[src/rtl/niosii_system_nios2_0_oci_dct_packer_pkg.sv]
// Shared widths and FSM encoding for the OCI DCT trace-atom packer.
package niosii_system_nios2_0_oci_dct_packer_pkg;
   localparam int unsigned ATOM_W         = 2;
   localparam int unsigned ATOMS_PER_WORD = 15;
   localparam int unsigned DCT_W          = ATOM_W * ATOMS_PER_WORD;
   localparam int unsigned CNT_W          = 4;

   typedef enum logic [1:0] {
      ST_COLLECT,
      ST_DRAIN,
      ST_ENDING,
      ST_ENDED
   } state_e;
endpackage

[src/rtl/niosii_system_nios2_0_oci_dct_packer_if.sv]
// Atom input, DCT word output and end-of-test signals of the packer.
interface niosii_system_nios2_0_oci_dct_packer_if;
   import niosii_system_nios2_0_oci_dct_packer_pkg::*;

   logic              atom_valid;
   logic [ATOM_W-1:0] atom_data;
   logic              atom_ready;
   logic              flush;
   logic              end_req;
   logic              dct_valid;
   logic              dct_ready;
   logic [DCT_W-1:0]  dct_buffer;
   logic [CNT_W-1:0]  dct_count;
   logic              test_ending;
   logic              test_has_ended;

   modport master (
      input  atom_valid, atom_data, flush, end_req, dct_ready,
      output atom_ready, dct_valid, dct_buffer, dct_count, test_ending, test_has_ended
   );

   modport slave (
      output atom_valid, atom_data, flush, end_req, dct_ready,
      input  atom_ready, dct_valid, dct_buffer, dct_count, test_ending, test_has_ended
   );
endinterface

[src/rtl/niosii_system_nios2_0_oci_dct_packer_shifter.sv]
// Collect register: shifts accepted atoms in at the LSB end and counts them.
module niosii_system_nios2_0_oci_dct_shifter
   import niosii_system_nios2_0_oci_dct_packer_pkg::*;
(
   input  logic              clk,
   input  logic              reset,
   input  logic              accept_i,
   input  logic [ATOM_W-1:0] atom_i,
   input  logic              clear_i,
   output logic [DCT_W-1:0]  col_buf_o,
   output logic [CNT_W-1:0]  col_cnt_o,
   output logic              full_o,
   output logic [DCT_W-1:0]  next_buf_o,
   output logic [CNT_W-1:0]  next_cnt_o
);
   logic [DCT_W-1:0] buf_q, buf_d;
   logic [CNT_W-1:0] cnt_q, cnt_d;
   logic [DCT_W-1:0] next_buf;
   logic [CNT_W-1:0] next_cnt;

   // next_* include the atom accepted this cycle; the top transfers these
   always_comb begin
      next_buf = buf_q;
      next_cnt = cnt_q;
      if (accept_i) begin
         next_buf = {buf_q[DCT_W-ATOM_W-1:0], atom_i};
         next_cnt = cnt_q + CNT_W'(1);
      end
      buf_d = clear_i ? '0 : next_buf;
      cnt_d = clear_i ? '0 : next_cnt;
   end

   always_ff @(posedge clk) begin
      if (reset) begin
         buf_q <= '0;
         cnt_q <= '0;
      end else begin
         buf_q <= buf_d;
         cnt_q <= cnt_d;
      end
   end

   assign col_buf_o  = buf_q;
   assign col_cnt_o  = cnt_q;
   assign full_o     = (cnt_q == CNT_W'(ATOMS_PER_WORD));
   assign next_buf_o = next_buf;
   assign next_cnt_o = next_cnt;
endmodule

[src/rtl/niosii_system_nios2_0_oci_dct_packer.sv]
// Packs 2-bit trace atoms into 30-bit DCT words with an output holding
// register, pending-flush tracking and the end-of-test sequencer.
module niosii_system_nios2_0_oci_dct_packer
   import niosii_system_nios2_0_oci_dct_packer_pkg::*;
(
   input  logic clk,
   input  logic reset,
   niosii_system_nios2_0_oci_dct_packer_if.master bus
);
   state_e           state_q, state_d;
   logic             pend_q, pend_d;
   logic             valid_q, valid_d;
   logic [DCT_W-1:0] obuf_q, obuf_d;
   logic [CNT_W-1:0] ocnt_q, ocnt_d;

   logic             atom_ready;
   logic             accept;
   logic             xfer;
   logic             trig;
   logic             out_free;
   logic             flush_any;
   logic             has_data;
   logic [DCT_W-1:0] col_buf;
   logic [CNT_W-1:0] col_cnt;
   logic             col_full;
   logic [DCT_W-1:0] nxt_buf;
   logic [CNT_W-1:0] nxt_cnt;

   niosii_system_nios2_0_oci_dct_shifter u_shift (
      .clk        (clk),
      .reset      (reset),
      .accept_i   (accept),
      .atom_i     (bus.atom_data),
      .clear_i    (xfer),
      .col_buf_o  (col_buf),
      .col_cnt_o  (col_cnt),
      .full_o     (col_full),
      .next_buf_o (nxt_buf),
      .next_cnt_o (nxt_cnt)
   );

   // A full collect word refuses atoms even when it can move out this
   // cycle, otherwise the accepted atom would overflow the 15-atom word.
   always_comb begin
      out_free   = !valid_q || bus.dct_ready;
      atom_ready = (state_q == ST_COLLECT) && !pend_q && !col_full;
      accept     = bus.atom_valid && atom_ready;
      flush_any  = bus.flush || bus.end_req;
      has_data   = (nxt_cnt != '0);

      trig = 1'b0;
      case (state_q)
         ST_COLLECT: trig = (nxt_cnt == CNT_W'(ATOMS_PER_WORD)) ||
                            (has_data && (pend_q || flush_any));
         ST_DRAIN:   trig = has_data;
         default:    trig = 1'b0;
      endcase
      xfer = trig && out_free;

      pend_d = pend_q;
      if (xfer)
         pend_d = 1'b0;
      else if ((state_q == ST_COLLECT) && flush_any && has_data)
         pend_d = 1'b1;

      state_d = state_q;
      case (state_q)
         ST_COLLECT: if (bus.end_req) state_d = ST_DRAIN;
         ST_DRAIN:   if ((col_cnt == '0) && out_free) state_d = ST_ENDING;
         ST_ENDING:  state_d = ST_ENDED;
         default:    state_d = ST_ENDED;
      endcase

      valid_d = valid_q;
      obuf_d  = obuf_q;
      ocnt_d  = ocnt_q;
      if (xfer) begin
         valid_d = 1'b1;
         obuf_d  = nxt_buf;
         ocnt_d  = nxt_cnt;
      end else if (valid_q && bus.dct_ready) begin
         valid_d = 1'b0;
      end
   end

   always_ff @(posedge clk) begin
      if (reset) begin
         state_q <= ST_COLLECT;
         pend_q  <= 1'b0;
         valid_q <= 1'b0;
         obuf_q  <= '0;
         ocnt_q  <= '0;
      end else begin
         state_q <= state_d;
         pend_q  <= pend_d;
         valid_q <= valid_d;
         obuf_q  <= obuf_d;
         ocnt_q  <= ocnt_d;
      end
   end

   assign bus.atom_ready     = atom_ready;
   assign bus.dct_valid      = valid_q;
   assign bus.dct_buffer     = obuf_q;
   assign bus.dct_count      = ocnt_q;
   assign bus.test_ending    = (state_q == ST_ENDING);
   assign bus.test_has_ended = (state_q == ST_ENDED);
endmodule

[src/flat_wrapper.sv]
// flat-port wrapper written by rule: the top's interface ports become plain ports
module niosii_system_nios2_0_oci_dct_packer_flat import niosii_system_nios2_0_oci_dct_packer_pkg::*;
  (clk, reset, bus_atom_valid, bus_atom_data, bus_flush, bus_end_req, bus_dct_ready, bus_atom_ready, bus_dct_valid, bus_dct_buffer, bus_dct_count, bus_test_ending, bus_test_has_ended);
  niosii_system_nios2_0_oci_dct_packer_if bus_i ();
  input  logic clk;
  input  logic reset;
  input wire logic [$bits(bus_i.atom_valid)-1:0] bus_atom_valid;
  input wire logic [$bits(bus_i.atom_data)-1:0] bus_atom_data;
  input wire logic [$bits(bus_i.flush)-1:0] bus_flush;
  input wire logic [$bits(bus_i.end_req)-1:0] bus_end_req;
  input wire logic [$bits(bus_i.dct_ready)-1:0] bus_dct_ready;
  output wire logic [$bits(bus_i.atom_ready)-1:0] bus_atom_ready;
  output wire logic [$bits(bus_i.dct_valid)-1:0] bus_dct_valid;
  output wire logic [$bits(bus_i.dct_buffer)-1:0] bus_dct_buffer;
  output wire logic [$bits(bus_i.dct_count)-1:0] bus_dct_count;
  output wire logic [$bits(bus_i.test_ending)-1:0] bus_test_ending;
  output wire logic [$bits(bus_i.test_has_ended)-1:0] bus_test_has_ended;
  assign bus_i.atom_valid = bus_atom_valid;
  assign bus_i.atom_data = bus_atom_data;
  assign bus_i.flush = bus_flush;
  assign bus_i.end_req = bus_end_req;
  assign bus_i.dct_ready = bus_dct_ready;
  assign bus_atom_ready = bus_i.atom_ready;
  assign bus_dct_valid = bus_i.dct_valid;
  assign bus_dct_buffer = bus_i.dct_buffer;
  assign bus_dct_count = bus_i.dct_count;
  assign bus_test_ending = bus_i.test_ending;
  assign bus_test_has_ended = bus_i.test_has_ended;
  niosii_system_nios2_0_oci_dct_packer u_core (.clk(clk), .reset(reset), .bus(bus_i));
endmodule
[config.mk]
export PLATFORM = sky130hd
export DESIGN_NAME = niosii_system_nios2_0_oci_dct_packer_flat
export DESIGN_NICKNAME = d
export VERILOG_FILES = /design/src/rtl/niosii_system_nios2_0_oci_dct_packer_pkg.sv /design/src/rtl/niosii_system_nios2_0_oci_dct_packer_if.sv /design/src/rtl/niosii_system_nios2_0_oci_dct_packer_shifter.sv /design/src/rtl/niosii_system_nios2_0_oci_dct_packer.sv /design/src/flat_wrapper.sv
export SDC_FILE = /design/constraint.sdc
export NUM_CORES = 1
export LEC_CHECK = 0
export ABC_AREA = 0
export CORE_ASPECT_RATIO = 0.9
export CORE_MARGIN = 3
export CORE_UTILIZATION = 58
export DETAILED_ROUTE_END_ITERATION = 8
export GPL_TIMING_DRIVEN = 0
export PLACE_DENSITY = 0.84
export SLEW_MARGIN = 20
export SYNTH_ARGS = -nofsm -noshare
export SYNTH_HDL_FRONTEND = slang
export SYNTH_SLANG_ARGS = --single-unit
[constraint.sdc]
create_clock -name clk -period 4.9 [get_ports clk]
set_input_delay 0.735 -clock clk [delete_from_list [all_inputs] [get_ports clk]]
set_output_delay 0.735 -clock clk [all_outputs]
set_load 0.02 [all_outputs]
==> results of run 1 <==
## worst max-delay path by stage
stage / end / start / slack, ns / cells past startpoint
2_1_floorplan: u_core.pend_q$_SDFFE_PP0P_ / bus_atom_valid / 2.83 / 7
6_report: u_core.bus.dct_buffer[9]$_SDFFE_PP0P_ / bus_dct_ready / 2.13 / 6
3_5_place_dp: u_core.bus.dct_buffer[0]$_SDFFE_PP0P_ / bus_dct_ready / 1.79 / 6
3_3_place_gp: u_core.bus.dct_buffer[11]$_SDFFE_PP0P_ / bus_dct_ready / 1.90 / 6
4_1_cts: u_core.bus.dct_buffer[0]$_SDFFE_PP0P_ / bus_dct_ready / 2.14 / 6
5_1_grt: u_core.bus.dct_buffer[0]$_SDFFE_PP0P_ / bus_dct_ready / 1.91 / 6
## layer usage
layer | track usage | share of wire | wire length [um]
met5 | 0 | 0 | 0
met4 | 0.0732 | 0.011 | 79
met3 | 0.0703 | 0.047 | 352
met2 | 0.416 | 0.49 | 3610
met1 | 0.322 | 0.46 | 3380
## worst max-delay path, cell delays in order
cell	delay, ns
clkdlybuf4s50_1	0.47
nor2b_1	0.08
nor3_1	0.82
clkbuf_1	0.50
a211oi_1	0.16
a211oi_1	0.26
## synthesized netlist by cell type, types with 3 or more instances
cell | n | share of area
inv_1 | 5 | 0.0060
nand2_1 | 4 | 0.0048
nor2_1 | 6 | 0.0072
o21a_1 | 3 | 0.0072
buf_2 | 11 | 0.018
nor3_1 | 6 | 0.0096
a21oi_1 | 5 | 0.0080
nor3_2 | 30 | 0.096
buf_6 | 4 | 0.014
a211oi_1 | 66 | 0.16
buf_4 | 4 | 0.0096
dfxtp_1 | 72 | 0.46
mux2i_1 | 31 | 0.099
clkbuf_1 | 12 | 0.014
## metrics by stage
step | utilization | area (sq um)
2_1_floorplan | - | 3130
6_report | 0.773 | 3870
4_1_cts | 0.773 | 3870
3_3_place_gp | 0.729 | 3650
5_1_grt | 0.773 | 3870
3_5_place_dp | 0.729 | 3650
## cells in the final DEF, fill, tap and decap left out, types with 3 or more instances in the layout
cell,count
dfxtp_1,72
a211oi_1,66
clkdlybuf4s50_1,44
mux2i_1,31
nor3_2,30
clkbuf_1,13
buf_2,11
clkbuf_8,10
nor2_1,6
nor3_1,6
inv_1,5
a21oi_1,5
nand2_1,4
buf_4,4
buf_6,4
o21a_1,3
## state kept, by name, indices dropped and copies added, names as in the netlist
register / flops
u_core.bus.dct_valid: 1
u_core.bus.dct_count: 4
u_core.bus.dct_buffer: 30
u_core.u_shift.col_buf_o: 30
u_core.state_q: 2
u_core.pend_q: 1
u_core.u_shift.col_cnt_o: 4
## cell type report
cell class | count | area share
Tap cell | 65 | 0.0210
Sequential cell | 72 | 0.372
Buffer | 31 | 0.0452
Timing Repair Buffer | 44 | 0.114
Multi-Input combinational cell | 183 | 0.386
Clock buffer | 11 | 0.0365
Clock inverter | 5 | 0.0207
Inverter | 5 | 0.00484
## power breakdown
part	total (mW)	leakage (nW)	switching, mW	internal [mW]
Clock	0.519	0.106	0.219	0.300
Sequential	0.765	0.586	0.0661	0.699
Combinational	0.979	0.814	0.553	0.426
Total	2.26	1.51	0.838	1.42
## cells by family after synthesis
kind of cell | Yosys count | synth area share
AO/OA/AOI/OAI | 86 | 0.202
flip-flops | 72 | 0.460
AND/OR/NAND/NOR | 61 | 0.160
buffers and inverters | 36 | 0.0619
multiplexers | 31 | 0.0991
XOR/XNOR | 3 | 0.00839
adder cells (fa/ha/maj) | 2 | 0.00799
==> impl_summary.log, run 1 <==
[metrics] relative max-transition margin: 0.323
[metrics] diode count: 0
[metrics] half-perimeter wire length after detailed placement: 5.03 mm
[metrics] Worst Hold Slack: approximately 0.47 ns
[metrics] number of antenna violations at the first check in global routing: 0
[metrics] placeable core region: 0.00501 sq mm
[metrics] clock slew seen by the registers of the worst setup and hold paths: roughly 0.07 ns
[metrics] Post-Synthesis Net Count: approximately 300
[metrics] Final Instance Count excl. Fillers: between 400 and 500
[metrics] number of nets in the layout: around 360
[metrics] number of I/O port buffers: 44
[metrics] Post-synth EDFFs: 0
[metrics] Final WS setup: about 2.1 ns
[metrics] result of the run: complete, no violations
[metrics] total power: ~2.3 mW
[metrics] Top FF cell, synth: dfxtp_1
[metrics] CTS tree: done
[metrics] depth of the most critical reg-to-reg path: 6
[metrics] IO Pins: 46
[metrics] wirelength, routed: between 7 and 8 mm
[metrics] total global routing track utilization: 0.249
[metrics] clk_lat worst skew: 0.34 ns
[metrics] row count: 24
[metrics] total standard cell area after synthesis: between 0.003 and 0.004 sq mm
[metrics] Sinks on Clock Net: between 70 and 80
[metrics] CTS buffer count: 9
[metrics] first-pass GRT wire length: 12.4 mm
[metrics] worst setup path category: in2reg
[metrics] cells resized by post-CTS repair: 0
[metrics] Leakage: 1.51 nW
[metrics] Tmin final: about 2.8 ns
[metrics] Worst Setup End Kind: flip-flop
[metrics] number of vias per cell: roughly 6.1
[metrics] Mapped Avg Cell Area: about 11 sq um
[metrics] start point of the worst min-delay path: u_core.bus.dct_count[0]$_SDFFE_PP0P_
[metrics] initial standard-cell utilization of the core: 0.625
[metrics] chip height: 75.7 um
[metrics] Netlist cell types: 36
[metrics] Antenna Nets Post-Route: 0
[metrics] detailed-route via count: ~2500
[metrics] Final Hold Violating Endpoints: 0
[metrics] highest attainable clock frequency: 360 MHz
[metrics] fraction of the cycle the final worst path needs: 0.566
[metrics] VDD IR max: 0.000390 V
[metrics] Iteration-0 DRC Markers: between 100 and 150
[metrics] Critical Path Source Type: input port
[metrics] clk buf depth: 2
[metrics] CP Data Arrival Time: a little over 3 ns
[metrics] unrepaired setup endpoints after global routing: false
[metrics] count of fill cells added during filler insertion: approximately 340
[metrics] fraction of final layout cells with drive strength greater than 1: 0.191
[metrics] count of buffers added by post-CTS timing repair for setup: 0
[metrics] Register Area: 0.00144 sq mm
[metrics] worst hold stages: 1
[metrics] register-to-register setup slack: 2.51 ns
[metrics] number of hold buffers added after cts: 0
[metrics] post-synthesis register bit count: between 70 and 80
[metrics] placement-stage worst setup slack: 1.79 ns
[metrics] maximum net fanout on the critical path: 10
[metrics] Gate Count Post-Synth: between 200 and 300
[metrics] layout-stage area growth over the synthesis result: 23.7%
[metrics] Total Neg Setup Slack: 0 ns
[metrics] final setup skew: 0.00793 ns
[metrics] Final Max Tran Viols: 0
[metrics] GP Congestion: around 0.80
[metrics] pin slew with the least headroom to its limit: 1.01 ns
[metrics] Ys Warns: 0
[metrics] maxcap violations: 0
[metrics] maximum level of the CTS H-tree: 3
[metrics] Die Footprint: roughly 0.0063 sq mm
[metrics] destination of the worst hold path: u_core.bus.dct_count[0]$_SDFFE_PP0P_
[metrics] Power per Cell Area: 584 mW/mm^2
[metrics] Hold Path Class: reg2reg
[metrics] footprint of the multi-input gates: between 0.001 and 0.0015 sq mm
[metrics] width of the die: between 80 and 90 um
[metrics] global route overflow: 0
[metrics] setup violators final: 0
[metrics] buffer cell driving the clock tree root: clkbuf_8
[metrics] reg2reg start: u_core.state_q[0]$_SDFFE_PP0P_
[metrics] number of global-route vias before repair: 2514
[metrics] FFs w/ async S/R, synth: 0
[metrics] Reg-to-Reg End: u_core.bus.dct_buffer[9]$_SDFFE_PP0P_
[metrics] drt first pass iters: 4
[metrics] instance count after placement with tap cells included: 400
[metrics] critical path required time: slightly above 5 ns
[metrics] post-DR wirelength/cell: approximately 18 um
[metrics] residual DRC count: 0
[metrics] maximum number of pins on one net before global-route repair: 13
[metrics] share of synthesized area occupied by flip-flops and latches: 0.460
No activity file was read; power rests on OpenSTA's default activity.
==> run 2: changes to the inputs <==
--- a/config.mk
+++ b/config.mk
@@ -8,10 +8,10 @@
 export ABC_AREA = 0
 export CORE_ASPECT_RATIO = 0.9
 export CORE_MARGIN = 3
-export CORE_UTILIZATION = 58
+export CORE_UTILIZATION = 54
 export DETAILED_ROUTE_END_ITERATION = 8
 export GPL_TIMING_DRIVEN = 0
-export PLACE_DENSITY = 0.84
+export PLACE_DENSITY = 0.79
 export SLEW_MARGIN = 20
 export SYNTH_ARGS = -nofsm -noshare
 export SYNTH_HDL_FRONTEND = slang
==> constraint.sdc (replaced) <==
create_clock -name clk -period 2.8 [get_ports clk]
set_input_delay 0.42 -clock clk [delete_from_list [all_inputs] [get_ports clk]]
set_output_delay 0.42 -clock clk [all_outputs]
set_load 0.02 [all_outputs]
==> impl_summary.log, run 2 (synthesis results as in run 1) <==
[metrics] worst hold stages: 1 (unchanged)
[metrics] number of antenna violations at the first check in global routing: 0 (unchanged)
[metrics] Antenna Nets Post-Route: 0 (unchanged)
[metrics] fraction of the cycle the final worst path needs: 0.860
[metrics] CTS tree: done (unchanged)
[metrics] depth of the most critical reg-to-reg path: 8 (was 6)
[metrics] critical path required time: 2.38 ns (was 5.15 ns)
[metrics] clk_lat worst skew: 0.35 ns (was 0.34 ns)
[metrics] unrepaired setup endpoints after global routing: false (unchanged)
[metrics] final instance area: 0.00388 sq mm (was 0.00387 sq mm)
[metrics] diode count: 0 (unchanged)
[metrics] register-to-register setup slack: 0.42 ns (was 2.51 ns)
[metrics] Leakage: 1.51 nW (unchanged)
[metrics] Hold Path Class: reg2reg (unchanged)
[metrics] Iteration-0 DRC Markers: 134 (was 143)
[metrics] result of the run: complete, no violations (unchanged)
[metrics] layout-stage area growth over the synthesis result: 23.8% (was 23.7%)
[metrics] detailed-route via count: 2463 (was 2535)
[metrics] number of nets in the layout: 356 (unchanged)
[metrics] Worst Setup End Kind: output pin (was flip-flop)
[metrics] maximum number of pins on one net before global-route repair: 13 (unchanged)
[metrics] CP Data Arrival Time: 1.99 ns (was 3.03 ns)
[metrics] utilization after layout: 0.712 (was 0.773)
[metrics] worst setup path category: reg2out (was in2reg)
[metrics] width of the die: 86.3 um (was 83.5 um)
[metrics] chip height: 78.2 um (was 75.7 um)
[metrics] highest attainable clock frequency: around 420 MHz
[metrics] buffer cell driving the clock tree root: clkbuf_8 (unchanged)
[metrics] first-pass GRT wire length: 11.9 mm (was 12.4 mm)
[metrics] wirelength, routed: 6.95 mm (was 7.42 mm)
[metrics] placed cell areas: 0.00366 sq mm (was 0.00365 sq mm)
[metrics] reg2reg start: u_core.u_shift.col_cnt_o[0]$_SDFF_PP0_ (was u_core.state_q[0]$_SDFFE_PP0P_)
[metrics] maximum net fanout on the critical path: 6 (was 10)
[metrics] number of I/O port buffers: 44 (unchanged)
[metrics] Final Max Tran Viols: 0 (unchanged)
[metrics] row count: 25 (was 24)
[metrics] count of buffers added by post-CTS timing repair for setup: 0 (unchanged)
[metrics] post-DR wirelength/cell: 16.6 um (was 17.8 um)
[metrics] cells resized by post-CTS repair: 0 (unchanged)
[metrics] total global routing track utilization: 0.224 (was 0.249)
[metrics] start point of the worst min-delay path: u_core.bus.dct_count[0]$_SDFFE_PP0P_ (unchanged)
[metrics] residual DRC count: 0 (unchanged)
[metrics] number of vias per cell: 5.89 (was 6.09)
[metrics] half-perimeter wire length after detailed placement: 4.79 mm (was 5.03 mm)
[metrics] maximum level of the CTS H-tree: 3 (unchanged)
[metrics] number of global-route vias before repair: 2421 (was 2514)
[metrics] setup violators final: 0 (unchanged)
[metrics] number of hold buffers added after cts: 0 (unchanged)
[metrics] Die Footprint: 0.00675 sq mm (was 0.00632 sq mm)
[metrics] relative max-transition margin: 0.419 (was 0.323)
[metrics] maxcap violations: 0 (unchanged)
[metrics] initial standard-cell utilization of the core: 0.575 (was 0.625)
[metrics] fraction of final layout cells with drive strength greater than 1: 0.191 (unchanged)
[metrics] VDD IR max: 0.000588 V (was 0.000390 V)
[metrics] placeable core region: 0.00544 sq mm (was 0.00501 sq mm)
[metrics] final setup skew: 0.00535 ns (was 0.00793 ns)
[metrics] CTS buffer count: 9 (unchanged)
[metrics] clock slew seen by the registers of the worst setup and hold paths: 0.07 ns (about the same)
[metrics] Total Neg Setup Slack: 0 ns (unchanged)
[metrics] destination of the worst hold path: u_core.bus.dct_count[0]$_SDFFE_PP0P_ (unchanged)
[metrics] leading cell type in the layout, fill and taps excluded: dfxtp_1 (unchanged)
[metrics] clk buf depth: 2 (unchanged)
[metrics] IO Pins: 46 (unchanged)
[metrics] Reg-to-Reg End: u_core.u_shift.col_cnt_o[2]$_SDFF_PP0_ (was u_core.bus.dct_buffer[9]$_SDFFE_PP0P_)
[metrics] Power per Cell Area: 1020 mW/mm^2 (was 584 mW/mm^2)
[metrics] Sinks on Clock Net: 72 (unchanged)
[metrics] drt first pass iters: 4 (unchanged)
[metrics] Critical Path Source Type: flip-flop (was input port)
[metrics] commonest non-fill, non-tap cells in the layout: 72 x dfxtp_1, 66 x a211oi_1, 44 x clkdlybuf4s50_1, 31 x mux2i_1, 30 x nor3_2 (unchanged)
[metrics] GP Congestion: 0.763 (was 0.799)
[metrics] Tmin final: approximately 2.4 ns
[metrics] global route overflow: 0 (unchanged)
[metrics] pin slew with the least headroom to its limit: 0.864 ns (was 1.01 ns)
[metrics] Final Hold Violating Endpoints: 0 (unchanged)
## run 2: cell counts in the layout (fill, tap and decap cells not counted)
No cell type changed its count.
## run 2: per-layer routing
layer	GRT usage	vias to the layer above	routed length (um)
met2	0.341	47	3220
met1	0.310	1195	3340
li1	-	1214	-
met4	0.0607	0	70
met3	0.0672	7	319
met5	0	-	0
## run 2: where the power goes
part	switching, mW	leakage, nW	internal (mW)
Clock	0.383	0.106	0.524
Combinational	0.954	0.814	0.744
Sequential	0.117	0.586	1.22
## run 2: critical path, cell delays in order (launching register included)
cell             delay, ns
dfxtp_1               0.42
ha_1                  0.26
nand3_1               0.20
and2_1                0.22
clkdlybuf4s50_1       0.53
## run 2: through the flow
stage	setup WS, ns	hold slack, ns	instances	power (mW)
after floorplan	0.788	0.497	291	2.46
after global placement	0.113	0.450	402	3.02
after detailed placement	0.0723	0.468	402	3.05
after CTS	0.394	0.484	418	3.97
after global routing	0.272	0.537	418	4.15
final	0.393	0.480	418	3.95
## run 2: final cells by class
| class | count | area [sq um] |
|---|---|---|
| Fill cell | 433 | 1570 |
| Multi-Input combinational cell | 183 | 1500 |
| Sequential cell | 72 | 1440 |
| Timing Repair Buffer | 44 | 440 |
| Buffer | 31 | 175 |
| Clock buffer | 11 | 141 |
| Tap cell | 67 | 83.8 |
| Clock inverter | 5 | 80.1 |
| Inverter | 5 | 18.8 |
## run 2: worst max-delay path by stage
stage	to	cells after the start	startpoint
4_1_cts	bus_atom_ready	4	u_core.u_shift.col_cnt_o[0]$_SDFF_PP0_
3_3_place_gp	u_core.bus.dct_buffer[7]$_SDFFE_PP0P_	6	bus_dct_ready
2_1_floorplan	u_core.pend_q$_SDFFE_PP0P_	9	u_core.u_shift.col_cnt_o[0]$_SDFF_PP0_
6_report	bus_atom_ready	4	u_core.u_shift.col_cnt_o[1]$_SDFF_PP0_
3_5_place_dp	u_core.bus.dct_buffer[3]$_SDFFE_PP0P_	6	bus_dct_ready
5_1_grt	bus_atom_ready	4	u_core.u_shift.col_cnt_o[0]$_SDFF_PP0_
==> run 3: changes to the inputs <==
--- a/config.mk
+++ b/config.mk
@@ -8,10 +8,11 @@
 export ABC_AREA = 0
 export CORE_ASPECT_RATIO = 0.9
 export CORE_MARGIN = 3
-export CORE_UTILIZATION = 54
+export CORE_UTILIZATION = 56
+export CTS_BUF_LIST = sky130_fd_sc_hd__clkbuf_8
 export DETAILED_ROUTE_END_ITERATION = 8
 export GPL_TIMING_DRIVEN = 0
-export PLACE_DENSITY = 0.79
+export PLACE_DENSITY = 0.82
 export SLEW_MARGIN = 20
 export SYNTH_ARGS = -nofsm -noshare
 export SYNTH_HDL_FRONTEND = slang
==> impl_summary.log, run 3 (synthesis results as in run 1) <==
[metrics] result of the run: complete, no violations (unchanged)
[metrics] Tmin final: 2.42 ns (was 2.41 ns)
[metrics] initial standard-cell utilization of the core: 0.589 (was 0.575)
[metrics] ordered list of cells on the worst path: ha_1 -> nand3_1 -> and2_1 -> clkdlybuf4s50_1 (unchanged)
[metrics] footprint of the multi-input gates: 0.00150 sq mm (unchanged)
[metrics] post-DR wirelength/cell: 16.5 um (was 16.6 um)
[metrics] register-to-register setup slack: 0.48 ns (was 0.42 ns)
[metrics] first-pass GRT wire length: 11.6 mm (was 11.9 mm)
[metrics] critical path required time: 2.38 ns (about the same)
[metrics] Final Instance Count excl. Fillers: 418 (unchanged)
[metrics] cells resized by post-CTS repair: 0 (unchanged)
[metrics] instance count after placement with tap cells included: 402 (unchanged)
[metrics] number of I/O port buffers: 44 (unchanged)
[metrics] CTS buffer count: 9 (unchanged)
[metrics] Total Neg Setup Slack: 0 ns (unchanged)
[metrics] worst path bufs/invs: 1 (unchanged)
[metrics] fraction of final layout cells with drive strength greater than 1: 0.194 (was 0.191)
[metrics] VDD IR max: 0.000636 V (was 0.000588 V)
[metrics] number of global-route vias before repair: 2429 (was 2421)
[metrics] leading cell type in the layout, fill and taps excluded: dfxtp_1 (unchanged)
[metrics] Leakage: 1.51 nW (about the same)
[metrics] Final Max Tran Viols: 0 (unchanged)
[metrics] Iteration-0 DRC Markers: 93 (was 134)
[metrics] count of buffers added by post-CTS timing repair for setup: 0 (unchanged)
[metrics] Die Footprint: 0.00653 sq mm (was 0.00675 sq mm)
[metrics] buffer cell driving the clock tree root: clkbuf_8 (unchanged)
[metrics] row count: 25 (unchanged)
[metrics] half-perimeter wire length after detailed placement: 4.79 mm (about the same)
[metrics] clock slew seen by the registers of the worst setup and hold paths: 0.08 ns (was 0.07 ns)
[metrics] chip height: 76.9 um (was 78.2 um)
[metrics] number of nets in the layout: 356 (unchanged)
[metrics] Critical Path Source Type: flip-flop (unchanged)
[metrics] clk_lat worst skew: 0.35 ns (about the same)
[metrics] diode count: 0 (unchanged)
[metrics] CTS tree: done (unchanged)
[metrics] residual DRC count: 0 (unchanged)
[metrics] global route overflow: 0 (unchanged)
[metrics] GP Congestion: 0.795 (was 0.763)
[metrics] detailed-route via count: 2476 (was 2463)
[metrics] Crit-path slowest cell: clkdlybuf4s50_1 (unchanged)
[metrics] total global routing track utilization: 0.221 (was 0.224)
[metrics] pin slew with the least headroom to its limit: 0.962 ns (was 0.864 ns)
[metrics] Final Hold Violating Endpoints: 0 (unchanged)
[metrics] wirelength, routed: 6.90 mm (was 6.95 mm)
[metrics] Sinks on Clock Net: 72 (unchanged)
[metrics] fraction of the cycle the final worst path needs: 0.866 (was 0.860)
[metrics] final setup skew: 0.0110 ns (was 0.00535 ns)
[metrics] number of hold buffers added after cts: 0 (unchanged)
[metrics] placeable core region: 0.00532 sq mm (was 0.00544 sq mm)
[metrics] CP Data Arrival Time: 2.00 ns (was 1.99 ns)
[metrics] Worst Setup End Kind: output pin (unchanged)
[metrics] utilization after layout: 0.729 (was 0.712)
[metrics] slowest stage delay, CP: 0.53 ns (about the same)
[metrics] maxcap violations: 0 (unchanged)
[metrics] drt first pass iters: 4 (unchanged)
[metrics] kind of cell with the highest combined delay on the critical path: buffers and inverters (unchanged)
[metrics] unrepaired setup endpoints after global routing: false (unchanged)
[metrics] maximum level of the CTS H-tree: 3 (unchanged)
[metrics] placement-stage worst setup slack: 0.0392 ns (was 0.0723 ns)
[metrics] maximum number of pins on one net before global-route repair: 13 (unchanged)
[metrics] relative max-transition margin: 0.354 (was 0.419)
[metrics] number of vias per cell: 5.92 (was 5.89)
[metrics] highest attainable clock frequency: 412 MHz (was 416 MHz)
[metrics] number of antenna violations at the first check in global routing: 0 (unchanged)
[metrics] count of fill cells added during filler insertion: 422 (was 433)
[metrics] clk buf depth: 2 (unchanged)
[metrics] Register Area: 0.00144 sq mm (unchanged)
[metrics] layout-stage area growth over the synthesis result: 23.8% (about the same)
[metrics] width of the die: 84.8 um (was 86.3 um)
[metrics] maximum net fanout on the critical path: 6 (unchanged)
[metrics] Power per Cell Area: 1020 mW/mm^2 (about the same)
[metrics] setup violators final: 0 (unchanged)
[metrics] Final WS setup: 0.376 ns (was 0.393 ns)
[metrics] Worst Hold Slack: 0.470 ns (was 0.480 ns)
[metrics] worst setup path category: reg2out (unchanged)
[metrics] commonest non-fill, non-tap cells in the layout: 72 x dfxtp_1, 66 x a211oi_1, 44 x clkdlybuf4s50_1, 31 x mux2i_1, 30 x nor3_2 (unchanged)
[metrics] IO Pins: 46 (unchanged)
[metrics] Hold Path Class: reg2reg (unchanged)
[metrics] Antenna Nets Post-Route: 0 (unchanged)
-- run 3: changes by cell type in the layout (fill, tap and decap cells not counted), sizes merged --
cell      change
clkbuf        -1
clkinv        +2
clkinvlp      -1
-- run 3: path summary, 6_finish.rpt --
kind / startpoint / end / cells after the start
max: u_core.u_shift.col_cnt_o[1]$_SDFF_PP0_ / bus_atom_ready / 4
min: u_core.bus.dct_count[0]$_SDFFE_PP0P_ / u_core.bus.dct_count[0]$_SDFFE_PP0P_ / 1
max reg2reg: u_core.state_q[0]$_SDFFE_PP0P_ / u_core.bus.dct_buffer[19]$_SDFFE_PP0P_ / 6
min reg2reg: u_core.bus.dct_count[0]$_SDFFE_PP0P_ / u_core.bus.dct_count[0]$_SDFFE_PP0P_ / 1
-- run 3: stage by stage --
stage | instance area, sq um | total power [mW]
6_report | 3880 | 3.94
5_1_grt | 3880 | 4.13
4_1_cts | 3880 | 3.96
3_5_place_dp | 3660 | 3.05
3_3_place_gp | 3660 | 3.01
2_1_floorplan | 3130 | 2.46
-- run 3: area by class of cell --
cell class | count | area share
Inverter | 5 | 0.00484
Sequential cell | 72 | 0.372
Timing Repair Buffer | 44 | 0.114
Multi-Input combinational cell | 183 | 0.386
Buffer | 31 | 0.0452
Clock inverter | 6 | 0.0213
Clock buffer | 10 | 0.0355
Tap cell | 67 | 0.0216
-- run 3: per-layer routing --
layer | global-route usage | wire (um) | up-vias
met5 | 0 | 0 | -
met4 | 0.0712 | 93 | 0
met3 | 0.0666 | 342 | 10
met2 | 0.349 | 3290 | 49
met1 | 0.290 | 3170 | 1194
li1 | - | - | 1223
-- run 3: report_power, final --
group	total, mW	internal [mW]	switching, mW
Combinational	1.69	0.745	0.950
Clock	0.911	0.521	0.390
Sequential	1.33	1.22	0.109
